File: src/rtl/sample_frame_writer_if.sv
// Sample stream, memory write port and frame hand-off signals of sample_frame_writer.
// master drives samples and releases; slave is the writer.
interface sample_frame_writer_if #(
    parameter int DATA_WIDTH  = 32,
    parameter int ADDR_LENGTH = 14,
    parameter int OVF_WIDTH   = 16
);
    logic                   s_valid;
    logic [DATA_WIDTH-1:0]  s_data;
    logic                   s_ready;
    logic                   we;
    logic [ADDR_LENGTH-1:0] wraddr;
    logic [DATA_WIDTH-1:0]  wrdata;
    logic                   frame_valid;
    logic                   frame_bank;
    logic                   frame_release;
    logic [OVF_WIDTH-1:0]   overflow_cnt;

    modport master (
        output s_valid, s_data, frame_release,
        input  s_ready, we, wraddr, wrdata, frame_valid, frame_bank, overflow_cnt
    );

    modport slave (
        input  s_valid, s_data, frame_release,
        output s_ready, we, wraddr, wrdata, frame_valid, frame_bank, overflow_cnt
    );
endinterface

File: src/rtl/sample_frame_writer.sv
// Ping-pong sample writer: streams samples into two memory banks (address MSB = bank)
// and hands each completed bank to the reader until it is released.
module sample_frame_writer #(
    parameter int DATA_WIDTH     = 32,
    parameter int ADDR_LENGTH    = 14,
    parameter int DROP_WHEN_FULL = 0,
    parameter int OVF_WIDTH      = 16
) (
    input  logic                 clk,
    input  logic                 reset,
    sample_frame_writer_if.slave bus
);
    localparam int IDX_W = ADDR_LENGTH - 1;
    localparam logic [IDX_W-1:0] IDX_LAST = '1;

    function automatic logic [OVF_WIDTH-1:0] sat_inc(input logic [OVF_WIDTH-1:0] v);
        return (&v) ? v : v + 1'b1;
    endfunction

    logic                          wr_bank;
    logic [IDX_W-1:0]              wr_idx;
    logic [1:0]                    full;
    logic [1:0]                    full_nxt;
    logic                          oldest;
    logic                          bank_busy;
    logic                          rdy_p0;
    logic                          vld_p0;
    logic                          drop_p0;
    logic                          last_p0;
    logic                          rel_ok;

    logic                          vld_p1;
    logic [ADDR_LENGTH-1:0]        wraddr_p1;
    logic signed [DATA_WIDTH-1:0]  wrdata_p1;
    logic [OVF_WIDTH-1:0]          ovf_cnt;

    // Stage p0: handshake, bank bookkeeping and release arbitration
    always_comb begin
        bank_busy = full[wr_bank];
        rdy_p0    = !reset && ((DROP_WHEN_FULL != 0) || !bank_busy);
        vld_p0    = bus.s_valid && rdy_p0 && !bank_busy;
        drop_p0   = (DROP_WHEN_FULL != 0) && bus.s_valid && !reset && bank_busy;
        last_p0   = vld_p0 && (wr_idx == IDX_LAST);
        rel_ok    = bus.frame_release && (|full);
        full_nxt  = full;
        // The releasing bank is always full and the completing one never is,
        // so both updates can apply in the same cycle without conflict.
        if (rel_ok)
            full_nxt[oldest] = 1'b0;
        if (last_p0)
            full_nxt[wr_bank] = 1'b1;
    end

    always_ff @(posedge clk or posedge reset) begin
        if (reset) begin
            wr_bank <= 1'b0;
            wr_idx  <= '0;
            full    <= '0;
            oldest  <= 1'b0;
            ovf_cnt <= '0;
        end else begin
            full <= full_nxt;
            if (rel_ok)
                oldest <= ~oldest;
            if (vld_p0) begin
                wr_idx <= wr_idx + 1'b1;
                if (last_p0)
                    wr_bank <= ~wr_bank;
            end
            if (drop_p0)
                ovf_cnt <= sat_inc(ovf_cnt);
        end
    end

    // Stage p1: registered memory write port
    always_ff @(posedge clk or posedge reset) begin
        if (reset) begin
            vld_p1    <= 1'b0;
            wraddr_p1 <= '0;
            wrdata_p1 <= '0;
        end else begin
            vld_p1 <= vld_p0;
            if (vld_p0) begin
                wraddr_p1 <= {wr_bank, wr_idx};
                wrdata_p1 <= $signed(bus.s_data);
            end
        end
    end

    assign bus.s_ready      = rdy_p0;
    assign bus.we           = vld_p1;
    assign bus.wraddr       = wraddr_p1;
    assign bus.wrdata       = $unsigned(wrdata_p1);
    assign bus.frame_valid  = |full;
    assign bus.frame_bank   = oldest;
    assign bus.overflow_cnt = ovf_cnt;
endmodule

File: src/flat_wrapper.sv
// flat-port wrapper written by rule: the top's interface ports become plain ports
module sample_frame_writer_flat 
#(
    parameter int DATA_WIDTH     = 32,
    parameter int ADDR_LENGTH    = 14,
    parameter int DROP_WHEN_FULL = 0,
    parameter int OVF_WIDTH      = 16
)
  (clk, reset, bus_s_valid, bus_s_data, bus_frame_release, bus_s_ready, bus_we, bus_wraddr, bus_wrdata, bus_frame_valid, bus_frame_bank, bus_overflow_cnt);
  sample_frame_writer_if #(.DATA_WIDTH(DATA_WIDTH), .ADDR_LENGTH(ADDR_LENGTH), .OVF_WIDTH(OVF_WIDTH)) bus_i ();
  input  logic clk;
  input  logic reset;
  input wire logic [$bits(bus_i.s_valid)-1:0] bus_s_valid;
  input wire logic [$bits(bus_i.s_data)-1:0] bus_s_data;
  input wire logic [$bits(bus_i.frame_release)-1:0] bus_frame_release;
  output wire logic [$bits(bus_i.s_ready)-1:0] bus_s_ready;
  output wire logic [$bits(bus_i.we)-1:0] bus_we;
  output wire logic [$bits(bus_i.wraddr)-1:0] bus_wraddr;
  output wire logic [$bits(bus_i.wrdata)-1:0] bus_wrdata;
  output wire logic [$bits(bus_i.frame_valid)-1:0] bus_frame_valid;
  output wire logic [$bits(bus_i.frame_bank)-1:0] bus_frame_bank;
  output wire logic [$bits(bus_i.overflow_cnt)-1:0] bus_overflow_cnt;
  assign bus_i.s_valid = bus_s_valid;
  assign bus_i.s_data = bus_s_data;
  assign bus_i.frame_release = bus_frame_release;
  assign bus_s_ready = bus_i.s_ready;
  assign bus_we = bus_i.we;
  assign bus_wraddr = bus_i.wraddr;
  assign bus_wrdata = bus_i.wrdata;
  assign bus_frame_valid = bus_i.frame_valid;
  assign bus_frame_bank = bus_i.frame_bank;
  assign bus_overflow_cnt = bus_i.overflow_cnt;
  sample_frame_writer #(.DATA_WIDTH(DATA_WIDTH), .ADDR_LENGTH(ADDR_LENGTH), .DROP_WHEN_FULL(DROP_WHEN_FULL), .OVF_WIDTH(OVF_WIDTH)) u_core (.clk(clk), .reset(reset), .bus(bus_i));
endmodule
File: config.mk
export PLATFORM = sky130hd
export DESIGN_NAME = sample_frame_writer_flat
export DESIGN_NICKNAME = d
export VERILOG_FILES = /design/src/rtl/sample_frame_writer_if.sv /design/src/rtl/sample_frame_writer.sv /design/src/flat_wrapper.sv
export SDC_FILE = /design/constraint.sdc
export NUM_CORES = 1
export LEC_CHECK = 0
export CORE_UTILIZATION = 47
export CTS_BUF_LIST = sky130_fd_sc_hd__clkbuf_16
export CTS_CLUSTER_DIAMETER = 200
export DETAILED_ROUTE_END_ITERATION = 10
export GPL_ROUTABILITY_DRIVEN = 0
export PLACE_DENSITY = 0.91
export SLEW_MARGIN = 25
export SYNTH_ARGS = -nofsm -noshare
export SYNTH_HDL_FRONTEND = slang
export SYNTH_SLANG_ARGS = --single-unit
File: constraint.sdc
create_clock -name clk -period 4.9 [get_ports clk]
set_input_delay 0.98 -clock clk [delete_from_list [all_inputs] [get_ports clk]]
set_output_delay 0.98 -clock clk [all_outputs]
set_load 0.01 [all_outputs]
## Word-level counts from Yosys, hierarchy flattened

Cells that the tools add are included.

- Flip-flop bits (word level): 64
- Bits of input ports: 36
- Output and inout port bits: 66

- $add $sub $neg: 1
- $lt $le $gt $ge: 4
- Equal/unequal tests: 1
- Multiplexer cells: 8
- Bitwise logic cells: 5
- Reductions and logical operators: 11

Operators with widths:

| kind | number |
|---|---|
| adder 13 x 1 -> 13 bit (second input constant) | 1 |
| == test 13 bit (second input constant) | 1 |
| logical AND 1 bit | 7 |
| less-than comparator 1 x 2 -> 1 bit (second input constant) | 2 |
| 2-to-1 mux 1 bit | 4 |
| 2-to-1 mux 2 bit | 2 |
| AND 2 bit | 1 |
| demux 1 bit (select 1 bit) | 2 |
| greater-or-equal comparator 1 bit (second input constant) | 2 |
| zero test 1 bit | 2 |
| inverter 1 bit | 2 |
| inverter 2 bit | 1 |
| bitwise OR 2 bit | 1 |
| AND reduction 2 bit | 1 |
| OR reduction 2 bit | 1 |

## Depth between registers and ports, before layout

- Depth after elaboration: 9
- Gate-level depth with buffers: 6

## Worst setup path after synthesis

OpenSTA, ideal clock, no wires.

- Path type: input to register
- From: input port bus_s_valid
- To: register u_core.wr_bank
- Library setup time: 126 ps
- Data arrival time: 2231 ps
- Data required time: 4774 ps
- Slack: 2544 ps
- Stages on the path: 5
- Cells stage by stage: nor2b_1 -> or4b_1 -> buf_2 -> or3_4 -> xnor2_1

- Longest elaborated chain between the ends: 4

Ends and longest elaborated chain:

| element | RTL line | RTL |
|---|---|---|
| start: declaration | flat_wrapper.sv:13 | `input wire logic [$bits(bus_i.s_valid)-1:0] bus_s_valid;` |
| logical AND 1 bit (*) (2 in a row) | sample_frame_writer.sv:41 | `vld_p0 = bus.s_valid && rdy_p0 && !bank_busy;` |
| logical AND 1 bit | sample_frame_writer.sv:43 | `last_p0 = vld_p0 && (wr_idx == IDX_LAST);` |
| AND reduction 2 bit (no source line) (*) | - |  |
| end signal: assignment | sample_frame_writer.sv:68 | `wr_bank <= ~wr_bank;` |
| end: declaration | sample_frame_writer.sv:20 | `logic wr_bank;` |

Mark *: on every way between the ends. The rest lies on a longest branch, timed or not.
A chain may end at the register's enable or synchronous reset.

## Worst setup path in the final report

- From: input port reset
- To: output port bus_s_ready

- Longest elaborated chain between the ends: 2

Ends and longest elaborated chain:

| element | RTL line | RTL |
|---|---|---|
| start: declaration | flat_wrapper.sv:12 | `input logic reset;` |
| zero test 1 bit | sample_frame_writer.sv:40 | `rdy_p0 = !reset && ((DROP_WHEN_FULL != 0) \|\| !bank_busy);` |
| logical AND 1 bit | sample_frame_writer.sv:40 |  |
| end: declaration | flat_wrapper.sv:16 | `output wire logic [$bits(bus_i.s_ready)-1:0] bus_s_ready;` |

Every way passes these cells.

==> flow_summary.html <==
<table>
<tr><th>Metric</th><th>Value</th></tr>
<tr><th colspan="2">Synth</th></tr>
<tr><td>Instance count of the mapped netlist</td><td>283</td></tr>
<tr><td>Top FF cell, synth</td><td>dfrtp_1</td></tr>
<tr><td>Register area share after synthesis</td><td>between 60 and 70%</td></tr>
<tr><td>Warning count from the yosys run</td><td>0</td></tr>
<tr><td>Synthesized cell area</td><td>~2600 µm²</td></tr>
<tr><td>Library cells used by synthesis</td><td>24</td></tr>
<tr><td>Number of flip-flops and latches in the synthesized netlist</td><td>64</td></tr>
<tr><td>Number of enable-type register cells in the synthesized netlist</td><td>0</td></tr>
<tr><td>Synthesized area divided by synthesized cell count</td><td>around 9.3 µm²</td></tr>
<tr><td>Share of synthesized registers carrying an async set or reset</td><td>100%</td></tr>
<tr><th colspan="2">Critical path</th></tr>
<tr><td>Cells along the critical path</td><td>clkdlybuf4s50_1, nor2_1, clkdlybuf4s50_1</td></tr>
<tr><td>Startpoint type of the worst setup path</td><td>primary input</td></tr>
<tr><td>Data arrival time at the worst-slack endpoint</td><td>2.09 ns</td></tr>
<tr><td>Crit path largest cell delay</td><td>approximately 0.54 ns</td></tr>
<tr><td>Critical path class</td><td>primary input to primary output</td></tr>
<tr><td>Largest fanout on the critical path</td><td>3</td></tr>
<tr><td>Worst path slowest cell</td><td>clkdlybuf4s50_1</td></tr>
<tr><td>Most numerous cell on the critical path</td><td>clkdlybuf4s50_1</td></tr>
<tr><td>CP required</td><td>between 3 and 4 ns</td></tr>
<tr><td>Worst reg2reg path depth</td><td>4</td></tr>
<tr><td>Crit. End Element</td><td>primary output</td></tr>
<tr><th colspan="2">Die</th></tr>
<tr><td>Number of top-level design ports</td><td>about 100</td></tr>
<tr><td>Die Area</td><td>a little under 6000 µm²</td></tr>
<tr><td>Starting density of the core</td><td>between 50% and 60%</td></tr>
<tr><td>Row count</td><td>26</td></tr>
<tr><td>Y dimension of the die</td><td>between 70 and 80 µm</td></tr>
<tr><td>Area of the core</td><td>5240 µm²</td></tr>
<tr><td>X dimension of the die</td><td>76.8 µm</td></tr>
<tr><th colspan="2">Power and ir drop</th></tr>
<tr><td>Static Leak</td><td>1.86 nW</td></tr>
<tr><td>Maximum VDD drop</td><td>roughly 230 µV</td></tr>
<tr><td>Total power per unit cell area</td><td>426 nW/µm²</td></tr>
<tr><th colspan="2">STA</th></tr>
<tr><td>Upper clock frequency limit</td><td>0.325 GHz</td></tr>
<tr><td>Number of failing setup endpoints in the final timing report</td><td>0</td></tr>
<tr><td>Worst Max-Slew Pin Slew</td><td>around 0.77 ns</td></tr>
<tr><td>Portion of the clock cycle consumed by the worst path in the final layout</td><td>~63%</td></tr>
<tr><td>Number of slew-limit violations in the final report</td><td>0</td></tr>
<tr><td>Maximum clock skew at final layout</td><td>slightly above 0.005 ns</td></tr>
<tr><td>RSZ-0062 raised after global routing</td><td>false</td></tr>
<tr><td>Number of hold violations in the final report</td><td>0</td></tr>
<tr><td>Crit path time final</td><td>3.07 ns</td></tr>
<tr><td>Worst hold margin</td><td>0.469 ns</td></tr>
<tr><td>Slew Limit Headroom</td><td>slightly below 50%</td></tr>
<tr><td>Post-route setup TNS</td><td>0 ns</td></tr>
<tr><th colspan="2">Detailed routing</th></tr>
<tr><td>Avg Vias per Cell</td><td>approximately 4.8</td></tr>
<tr><td>Antenna-violating nets left</td><td>0</td></tr>
<tr><td>TritonRoute pass-1 iters</td><td>4</td></tr>
<tr><td>Final WL</td><td>~5700 µm</td></tr>
<tr><td>Detailed Route Iter0 Violations</td><td>96</td></tr>
<tr><td>Via total after detailed routing</td><td>approximately 2,100</td></tr>
<tr><td>Post-route DRC violation count</td><td>0</td></tr>
<tr><td>Average wire per standard cell</td><td>roughly 13 µm</td></tr>
<tr><th colspan="2">Min path</th></tr>
<tr><td>HP Class</td><td>register to register</td></tr>
<tr><td>Hold-critical path depth</td><td>2</td></tr>
<tr><th colspan="2">GRT</th></tr>
<tr><td>First-pass GRT wire length</td><td>roughly 9300 µm</td></tr>
<tr><td>Global-route congestion overflow total</td><td>0</td></tr>
<tr><td>Total routing resource utilization after global routing</td><td>around a fifth</td></tr>
<tr><td>Number of antenna violations at the first check in global routing</td><td>0</td></tr>
<tr><td>Largest net degree at the start of global routing</td><td>between 50 and 60</td></tr>
<tr><td>Via count of the first global-routing pass</td><td>2,030</td></tr>
<tr><th colspan="2">Layout</th></tr>
<tr><td>Final standard cell area without fillers</td><td>~3800 µm²</td></tr>
<tr><td>Area of combinational cells with multiple inputs</td><td>between 800 and 900 µm²</td></tr>
<tr><td>Layout-stage area growth over the synthesis result</td><td>43.3%</td></tr>
<tr><td>Share of final-layout standard cells stronger than drive strength 1</td><td>under 10%</td></tr>
<tr><td>Finished Core Util</td><td>between 70% and 80%</td></tr>
<tr><td>Antenna diode count</td><td>0</td></tr>
<tr><td>Number of fill cells in the layout</td><td>380</td></tr>
<tr><td>Post-route non-filler standard cell count</td><td>about 450</td></tr>
<tr><td>Area used by sequential logic in the layout</td><td>1600 µm²</td></tr>
<tr><td>Number of nets at the end of the flow</td><td>408</td></tr>
<tr><th colspan="2">Flow run</th></tr>
<tr><td>Max Cap Viol</td><td>0</td></tr>
<tr><th colspan="2">Placement</th></tr>
<tr><td>Cell Count Post-Placement</td><td>430</td></tr>
<tr><td>HPWL after detailed placement</td><td>slightly below 4000 µm</td></tr>
<tr><td>Placed standard-cell area</td><td>~3500 µm²</td></tr>
<tr><td>Quantity of I/O buffers inserted on ports</td><td>85</td></tr>
<tr><th colspan="2">CTS</th></tr>
<tr><td>Total clock buffers created by CTS</td><td>9</td></tr>
<tr><td>Resized cells post-CTS</td><td>0</td></tr>
<tr><td>Number of levels the H-tree was split into</td><td>3</td></tr>
<tr><td>Maximum count of clock buffers along a single path</td><td>2</td></tr>
<tr><td>Setup bufs post-CTS</td><td>0</td></tr>
<tr><td>Clock-pin slew reported for the worst setup and hold paths after clock tree synthesis</td><td>roughly 0.050 ns</td></tr>
<tr><td>Root buffer cell</td><td>clkbuf_16</td></tr>
<tr><td>Number of buffers inserted by hold repair at cts</td><td>0</td></tr>
<tr><td>TritonCTS clock tree</td><td>built</td></tr>
<tr><td>Total clock sinks</td><td>64</td></tr>
<tr><td>Clock insertion delay at the later pin of the skew report</td><td>~0.32 ns</td></tr>
<tr><th colspan="2">Status</th></tr>
<tr><td>Result of the run</td><td>finished, final reports clean</td></tr>
</table>
metal layers:
layer | up-vias | wire length (µm) | part of all wire (%) | GRT usage (%)
met5 | - | 0 | 0 | 0
met4 | 0 | 68 | 1.2 | 10.4
met3 | 8 | 409 | 7.2 | 6.67
met2 | 85 | 2860 | 51 | 33.3
met1 | 1008 | 2320 | 41 | 24.6
li1 | 1016 | - | - | -
layout by cell type (no fill, tap or decap), types with 3 or more instances in the layout:
| master | instances |
|---|---|
| nand2_1 | 139 |
| xnor2_1 | 8 |
| buf_4 | 3 |
| clkdlybuf4s50_1 | 85 |
| o21ai_0 | 5 |
| nand3_1 | 4 |
| dfrtp_1 | 64 |
| nor3_1 | 6 |
| clkinv_1 | 4 |
| xor2_1 | 6 |
| nor2_1 | 3 |
| conb_1 | 16 |
| clkbuf_16 | 9 |
| inv_1 | 5 |
final cells by class:
cell class	count	area share, %
clock buffer	9	5.98
clock inverter	6	1.36
inverter	7	0.698
multi-input combinational	201	23.9
sequential	64	42.5
tap	70	2.33
timing repair buffer	88	23.2
path summary, 6_finish.rpt:
path                                       start                     to  slack, ns
min in group asynchronous                  reset       u_core.wr_idx[7]       1.18
hold / removal             u_core.bus.wraddr[10]  u_core.bus.wraddr[10]       0.47
setup reg to reg                  u_core.wr_bank         u_core.wr_bank       2.74
max in group asynchronous                  reset      u_core.wr_idx[12]       2.88
hold reg to reg            u_core.bus.wraddr[10]  u_core.bus.wraddr[10]       0.47
setup / recovery                           reset            bus_s_ready       1.83
Yosys cell counts (2+ instances only):
| cell | number | area [µm²] |
|---|---|---|
| nor2_1 | 3 | 11.3 |
| inv_1 | 6 | 22.5 |
| or2_2 | 2 | 12.5 |
| nand3_1 | 4 | 20.0 |
| clkbuf_1 | 9 | 33.8 |
| o21ai_0 | 5 | 25.0 |
| xnor2_1 | 8 | 70.1 |
| nor3_1 | 6 | 30.0 |
| nand2_1 | 140 | 526 |
| o21ai_1 | 2 | 10.0 |
| dfrtp_1 | 64 | 1600 |
| nand4_1 | 2 | 12.5 |
| buf_4 | 16 | 120 |
| xor2_1 | 6 | 52.6 |
cell families after synthesis:
| kind of cell | count (synthesis) | share of synthesized area (%) |
|---|---|---|
| buf+inv | 33 | 7.05 |
| mux | 2 | 0.810 |
| flops | 64 | 61.0 |
| other cells | 1 | 0.143 |
| simple gates | 161 | 24.6 |
| compound gates | 7 | 1.33 |
| xor+xnor | 14 | 4.67 |
| fa+ha+maj | 1 | 0.476 |
stage by stage:
step           total power [W]  setup WS, ns
2_1_floorplan         0.000836          2.32
3_3_place_gp           0.00101          1.85
3_5_place_dp           0.00103          1.82
4_1_cts                0.00162          1.82
5_1_grt                0.00168          1.75
6_report               0.00160          1.83
registers in the layout, summed over array words and instances, names as in the netlist:
name                   flops
u_core.bus.frame_bank      1
u_core.bus.we              1
u_core.bus.wraddr         14
u_core.bus.wrdata         32
u_core.full                2
u_core.wr_bank             1
u_core.wr_idx             13
worst max-delay path: cells and delay by family:
kind | cells | cell delay [ns]
buf+inv | 2 | 0.99
simple gates | 1 | 0.13
power by group:
| part | total (W) | switching, W | leakage [nW] | internal, W |
|---|---|---|---|---|
| clock network | 0.000588 | 0.000205 | 0.138 | 0.000383 |
| logic | 0.000331 | 0.000147 | 0.916 | 0.000184 |
| registers | 0.000685 | 0.0000666 | 0.803 | 0.000619 |
No activity file was read; power rests on OpenSTA's default activity.
==> RTL edit 1: new RTL, config.mk and constraints unchanged <==
`ADDR_LENGTH` is set to 14 in 3 places; all go to 13.
--- a/src/rtl/sample_frame_writer_if.sv
+++ b/src/rtl/sample_frame_writer_if.sv
@@ -3,5 +3,5 @@
 interface sample_frame_writer_if #(
     parameter int DATA_WIDTH  = 32,
-    parameter int ADDR_LENGTH = 14,
+    parameter int ADDR_LENGTH = 13,
     parameter int OVF_WIDTH   = 16
 );
--- a/src/rtl/sample_frame_writer.sv
+++ b/src/rtl/sample_frame_writer.sv
@@ -3,5 +3,5 @@
 module sample_frame_writer #(
     parameter int DATA_WIDTH     = 32,
-    parameter int ADDR_LENGTH    = 14,
+    parameter int ADDR_LENGTH    = 13,
     parameter int DROP_WHEN_FULL = 0,
     parameter int OVF_WIDTH      = 16
--- a/src/flat_wrapper.sv
+++ b/src/flat_wrapper.sv
@@ -3,5 +3,5 @@
 #(
     parameter int DATA_WIDTH     = 32,
-    parameter int ADDR_LENGTH    = 14,
+    parameter int ADDR_LENGTH    = 13,
     parameter int DROP_WHEN_FULL = 0,
     parameter int OVF_WIDTH      = 16
Ports: changed (resized bus_wraddr); port bits go from 102 to 101. No check against the original RTL was run, so the function may have changed too.
==> RTL edit 1 against the original RTL <==
  * Design area down 1.4%
  * Total power down 2.9%
  * Setup slack lost 0.040 ns
  * Clock power is 9.4% higher
  * Sequential cell count is 2 lower
  * Routed wire length increased by 0.35%
  * Largest cell class unchanged
  * Worst hold slack gained 0.00056 ns
  * Register-to-register slack worse by 0.02 ns
  * Largest power group is now clock
  * Critical path type unchanged
  * Synthesized area shrank 2.5%
==> RTL edit 1: results (changes against the original RTL) <==
| Metric | Value |
|---|---|
| Status | completed |
| DP Wirelength | 3.82 mm (-3.5%) |
| Global-route wire length before repair | 8.64 mm (-7.3%) |
| Clock Path Buffers | 2 (unchanged) |
| Hold path cells | 2 (unchanged) |
| Post-Synth XOR/XNOR Area | 4.44% (-0.22 points) |
| Setup tns final | 0 ns (unchanged) |
| HP Class | flop to flop |
| Vias in the first global route | 1,861 (-8.3%) |
| VDD IR max | 234 µV (+0.13%) |
| R2R cell count | 6 (+2) |
| Ys Warns | 0 (unchanged) |
| Mux contribution to synthesized area | 0.977% (+0.17 points) |
| Initial antenna violation count | 0 (unchanged) |
| CTS clk-pin slew, worst paths | 0.05 ns (about the same) |
| Cell-internal power | 1.17 mW (-1.2%) |
| Worst-path fanout max | 4 (+1) |
| Worst reg2reg path endpoint | u_core.wr_idx[2] |
| Filler instances | 402 (+5.8%) |
| Sequential-to-total area share from yosys stat | 60.5% (-0.41 points) |
| Setup bufs post-CTS | 0 (unchanged) |
| Synth async-reset ratio | 100% (unchanged) |
| Hold slack | 0.469 ns (+0.000563 ns) |
| Post-synthesis adder-cell area fraction | 0.488% (+0.012 points) |
| Synth area leaders | dfrtp_1 61%, nand2_1 21%, buf_4 4.7% |
| Starting DRT DRC Count | 105 (+9.4%) |
| Yosys cell types | 28 (+17%) |
| DR vias | 2,002 (-5.4%) |
| Post-synth top flop | dfrtp_1 |
| Diode count | 0 (unchanged) |
| Clock root cell | clkbuf_16 |
| Worst slew margin | 50.2% (+1.9 points) |
| Max reg flops | 32 (unchanged) |
| Largest net degree at the start of global routing | 50 (-9.1%) |
| Static Leak | 1.86 nW (about the same) |
| CTS buffer count | 9 (unchanged) |
| Worst clock skew | 0.00406 ns (-0.00109 ns) |
| Layout Nets | 395 (-3.2%) |
| R2R setup slack | 2.72 ns (-0.02 ns) |
| Routed wire length | 5.68 mm (+0.35%) |
| Synth Area in Compound Gates | 1.07% (-0.26 points) |
| H-tree levels | 3 (unchanged) |
| Share of cells above drive strength 1 | 6.06% (+0.46 points) |
| Skew-Pair Late Insertion Delay | 0.32 ns (about the same) |
| TritonRoute pass-1 iters | 6 (+2) |
| Hold path endpoint | u_core.bus.wrdata[6] |
| Reg2reg start | u_core.wr_bank |
| Port Buffers | 84 (-1.2%) |
| Post-cts sizing count | 0 (unchanged) |
| Most common library cells after synthesis | 140 x nand2_1, 62 x dfrtp_1, 16 x buf_4 |
| Total track usage | 21.1% (+0.48 points) |
| HP Start | u_core.bus.wrdata[6] |
[RTL edit 1: metrics by stage]
stage                     setup WS (ns)  cells  cell area (µm²)
final                              1.79    433             3710
after global routing               1.69    433             3710
after CTS                          1.79    433             3710
after detailed placement           1.78    417             3410
after global placement             1.83    417             3410
after floorplan                    2.38    286             2620
[RTL edit 1: power by group through the flow]
stage               logic, mW  clock network [mW]  registers (mW)
floorplan               0.110                   0           0.656
global placement        0.270                   0           0.636
detailed placement      0.282                   0           0.640
CTS                     0.285               0.653           0.633
global route            0.309               0.676           0.642
finish                  0.281               0.643           0.633
[RTL edit 1: worst max path at each step]
stage	from	cells past startpoint	end	slack, ns
after floorplan	reset	1	u_core.bus.frame_bank	2.38
after global placement	reset	3	bus_s_ready	1.83
after detailed placement	reset	3	bus_s_ready	1.78
after CTS	reset	3	bus_s_ready	1.79
after global routing	reset	3	bus_s_ready	1.69
final	reset	3	bus_s_ready	1.79
[RTL edit 1: critical path, stage by stage]
cell and delay (ns):
clkdlybuf4s50_1 0.48, nor2_1 0.13, clkdlybuf4s50_1 0.55
[RTL edit 1: metal layers]
layer,up-vias,share of wire [%],GRT usage [%]
li1,977,-,-
met1,942,42,25.1
met2,68,49,34.4
met3,15,6.0,6.22
met4,0,2.6,11.3
met5,-,0,0
[RTL edit 1: layout make-up]
class                      instances  share of cell area [%]
timing repair buffer              86                    23.0
clock inverter                     7                    2.19
clock buffer                       9                    6.06
tap                               70                    2.36
sequential                        62                    41.8
inverter                           4                   0.404
multi-input combinational        195                    24.2
==> RTL edit 2: new RTL, config.mk and constraints unchanged <==
Made on the original files. Make the reset (`reset`) synchronous in 2 clocked blocks.
--- a/src/rtl/sample_frame_writer.sv
+++ b/src/rtl/sample_frame_writer.sv
@@ -52,5 +52,5 @@
     end
 
-    always_ff @(posedge clk or posedge reset) begin
+    always_ff @(posedge clk) begin
         if (reset) begin
             wr_bank <= 1'b0;
@@ -74,5 +74,5 @@
 
     // Stage p1: registered memory write port
-    always_ff @(posedge clk or posedge reset) begin
+    always_ff @(posedge clk) begin
         if (reset) begin
             vld_p1    <= 1'b0;
Function: differs if reset is asserted again (counterexample within 4 cycles, from zero or initial values and one cycle with reset high); with reset held inactive, the same outputs for 10 cycles.
==> RTL edit 2 against the original RTL <==
  * Die area down 5.0%
  * Sequential cell count unchanged
  * Synthesized area down 5.1%
  * Design area down 4.6%
  * Setup slack better by 0.021 ns
  * Sequential share of layout area down 6.9 points
  * Via count up 9.7%
  * Non-clock buffer count down 1
  * Clock skew down 0.00080 ns
  * Fmax up 0.69%
  * Routed wire length down 1.0%
  * Register-to-register slack worse by 0.18 ns
Power is not compared: it rests on default switching activity, and its combinational part moved more than twofold at a synthesized area within 25%.
==> RTL edit 2: results (changes against the original RTL) <==
| Metric | Value |
|---|---|
| Status | completed |
| Synth async-reset ratio | 0% (-100 points) |
| Largest net degree at the start of global routing | 51 (-7.3%) |
| Static Leak | 1.28 nW |
| Vias per cell | 5.00 (+5.2%) |
| Filler instances | 408 (+7.4%) |
| HP Class | flop to flop |
| Worst-path fanout max | 35 (+32) |
| Clock root cell | clkbuf_16 |
| Diode count | 0 (unchanged) |
| Max reg flops | 32 (unchanged) |
| CTS clk-pin slew, worst paths | 0.05 ns (about the same) |
| CTS buffer count | 9 (unchanged) |
| Sw power | 0.261 mW |
| Port Buffers | 85 (unchanged) |
| Post-synth top flop | dfxtp_1 |
| Crit path largest cell delay | 0.50 ns (-0.04 ns) |
| Vias in the first global route | 2,073 (+2.1%) |
| Yosys cell types | 29 (+21%) |
| Most common library cells after synthesis | 101 x nand2_1, 64 x dfxtp_1, 52 x a21oi_1 |
| Synth area leaders | dfxtp_1 51%, nand2_1 15%, a21oi_1 10% |
| Worst clock skew | 0.00435 ns (-0.000804 ns) |
| CP top delay family | buffers and inverters |
| DP Wirelength | 3.70 mm (-6.3%) |
| Total track usage | 21.3% (+0.75 points) |
| VDD IR max | 225 µV |
| Post-cts sizing count | 0 (unchanged) |
| Share of cells above drive strength 1 | 5.84% (+0.24 points) |
| Sequential-to-total area share from yosys stat | 51.4% (-9.5 points) |
| Starting DRT DRC Count | 97 (+1.0%) |
| Global-route wire length before repair | 9.09 mm (-2.4%) |
| CP arrival | 2.07 ns (-0.02 ns) |
| TritonRoute pass-1 iters | 6 (+2) |
| Slowest CP cell | clkdlybuf4s50_1 |
| Initial antenna violation count | 0 (unchanged) |
| Ys Warns | 0 (unchanged) |
| Avg WL per Cell | 12.1 µm (-5.1%) |
| Skew-Pair Late Insertion Delay | 0.32 ns (about the same) |
| H-tree levels | 3 (unchanged) |
| Worst slew margin | 46.8% (-1.6 points) |
| Layout Nets | 427 (+4.7%) |
| Clock Path Buffers | 2 (unchanged) |
| R2R setup slack | 2.56 ns (-0.18 ns) |
==> RTL edit 2: cell types whose count changed in the layout (fill, tap and decap cells not counted), sizes merged, moves of 2 or more <==
cell / before / now
dfrtp: 64 / 0
dfxtp: 0 / 64
a21oi: 0 / 52
nand2: 140 / 101
nor2: 3 / 9
xor2: 6 / 1
nor3: 6 / 3
nor4: 0 / 3
or4: 0 / 3
clkinv: 6 / 4
nand4: 2 / 4
==> RTL edit 2: power groups by stage <==
| stage | combinational [mW] | clock (mW) | sequential (mW) |
|---|---|---|---|
| finish | 0.105 | 0.586 | 0.543 |
| global route | 0.117 | 0.623 | 0.544 |
| CTS | 0.106 | 0.597 | 0.543 |
| detailed placement | 0.105 | 0 | 0.553 |
| global placement | 0.104 | 0 | 0.553 |
| floorplan | 0.0484 | 0 | 0.559 |
==> RTL edit 2: layout make-up <==
class,instances,share of cell area (%)
clock buffers,9,6.27
clock inverters,6,1.46
inverters,6,0.627
multi-input cells,222,29.6
flip-flops and latches,64,35.7
well taps,70,2.44
repair buffers,87,24.0
==> RTL edit 2: worst paths after layout <==
check,from,endpoint,cells past startpoint
hold / removal,u_core.bus.wrdata[26],u_core.bus.wrdata[26],2
setup reg to reg,u_core.wr_bank,u_core.wr_idx[2],5
setup / recovery,reset,bus_s_ready,3
hold reg to reg,u_core.bus.wrdata[26],u_core.bus.wrdata[26],2
==> RTL edit 2: worst register-to-register path, cell delays in order, from the launching register on <==
cell,delay [ns]
dfxtp_1,0.45
mux2i_1,0.30
nand3_2,0.41
inv_2,0.75
nand2_1,0.16
mux2i_1,0.15
==> RTL edit 2: cells by family after synthesis <==
group           synth area share, %
simple gates                   22.9
flops                          51.4
compound gates                 12.3
buf+inv                        8.43
xor+xnor                       2.81
mux                            1.41
fa+ha+maj                     0.502
other cells                   0.150
==> RTL edit 2: stage by stage <==
step / cells / hold slack [ns] / power (mW) / cell area [µm²] / setup slack (ns)
4_1_cts: 464 / 0.455 / 1.25 / 3590 / 1.83
5_1_grt: 464 / 0.474 / 1.28 / 3590 / 1.66
3_5_place_dp: 449 / 0.448 / 0.659 / 3310 / 1.61
6_report: 464 / 0.452 / 1.23 / 3590 / 1.85
3_3_place_gp: 449 / 0.441 / 0.657 / 3310 / 1.67
2_1_floorplan: 326 / 0.450 / 0.607 / 2550 / 2.29
==> RTL edit 2: routing by layer <==
metal | wire, µm | part of all wire, % | GRT usage, % | vias up
met5 | 0 | 0 | 0 | -
met3 | 339 | 6.1 | 7.36 | 13
li1 | - | - | - | 1143
met1 | 2300 | 41 | 24.5 | 1080
met2 | 2830 | 51 | 35.6 | 86
met4 | 128 | 2.3 | 10.3 | 0
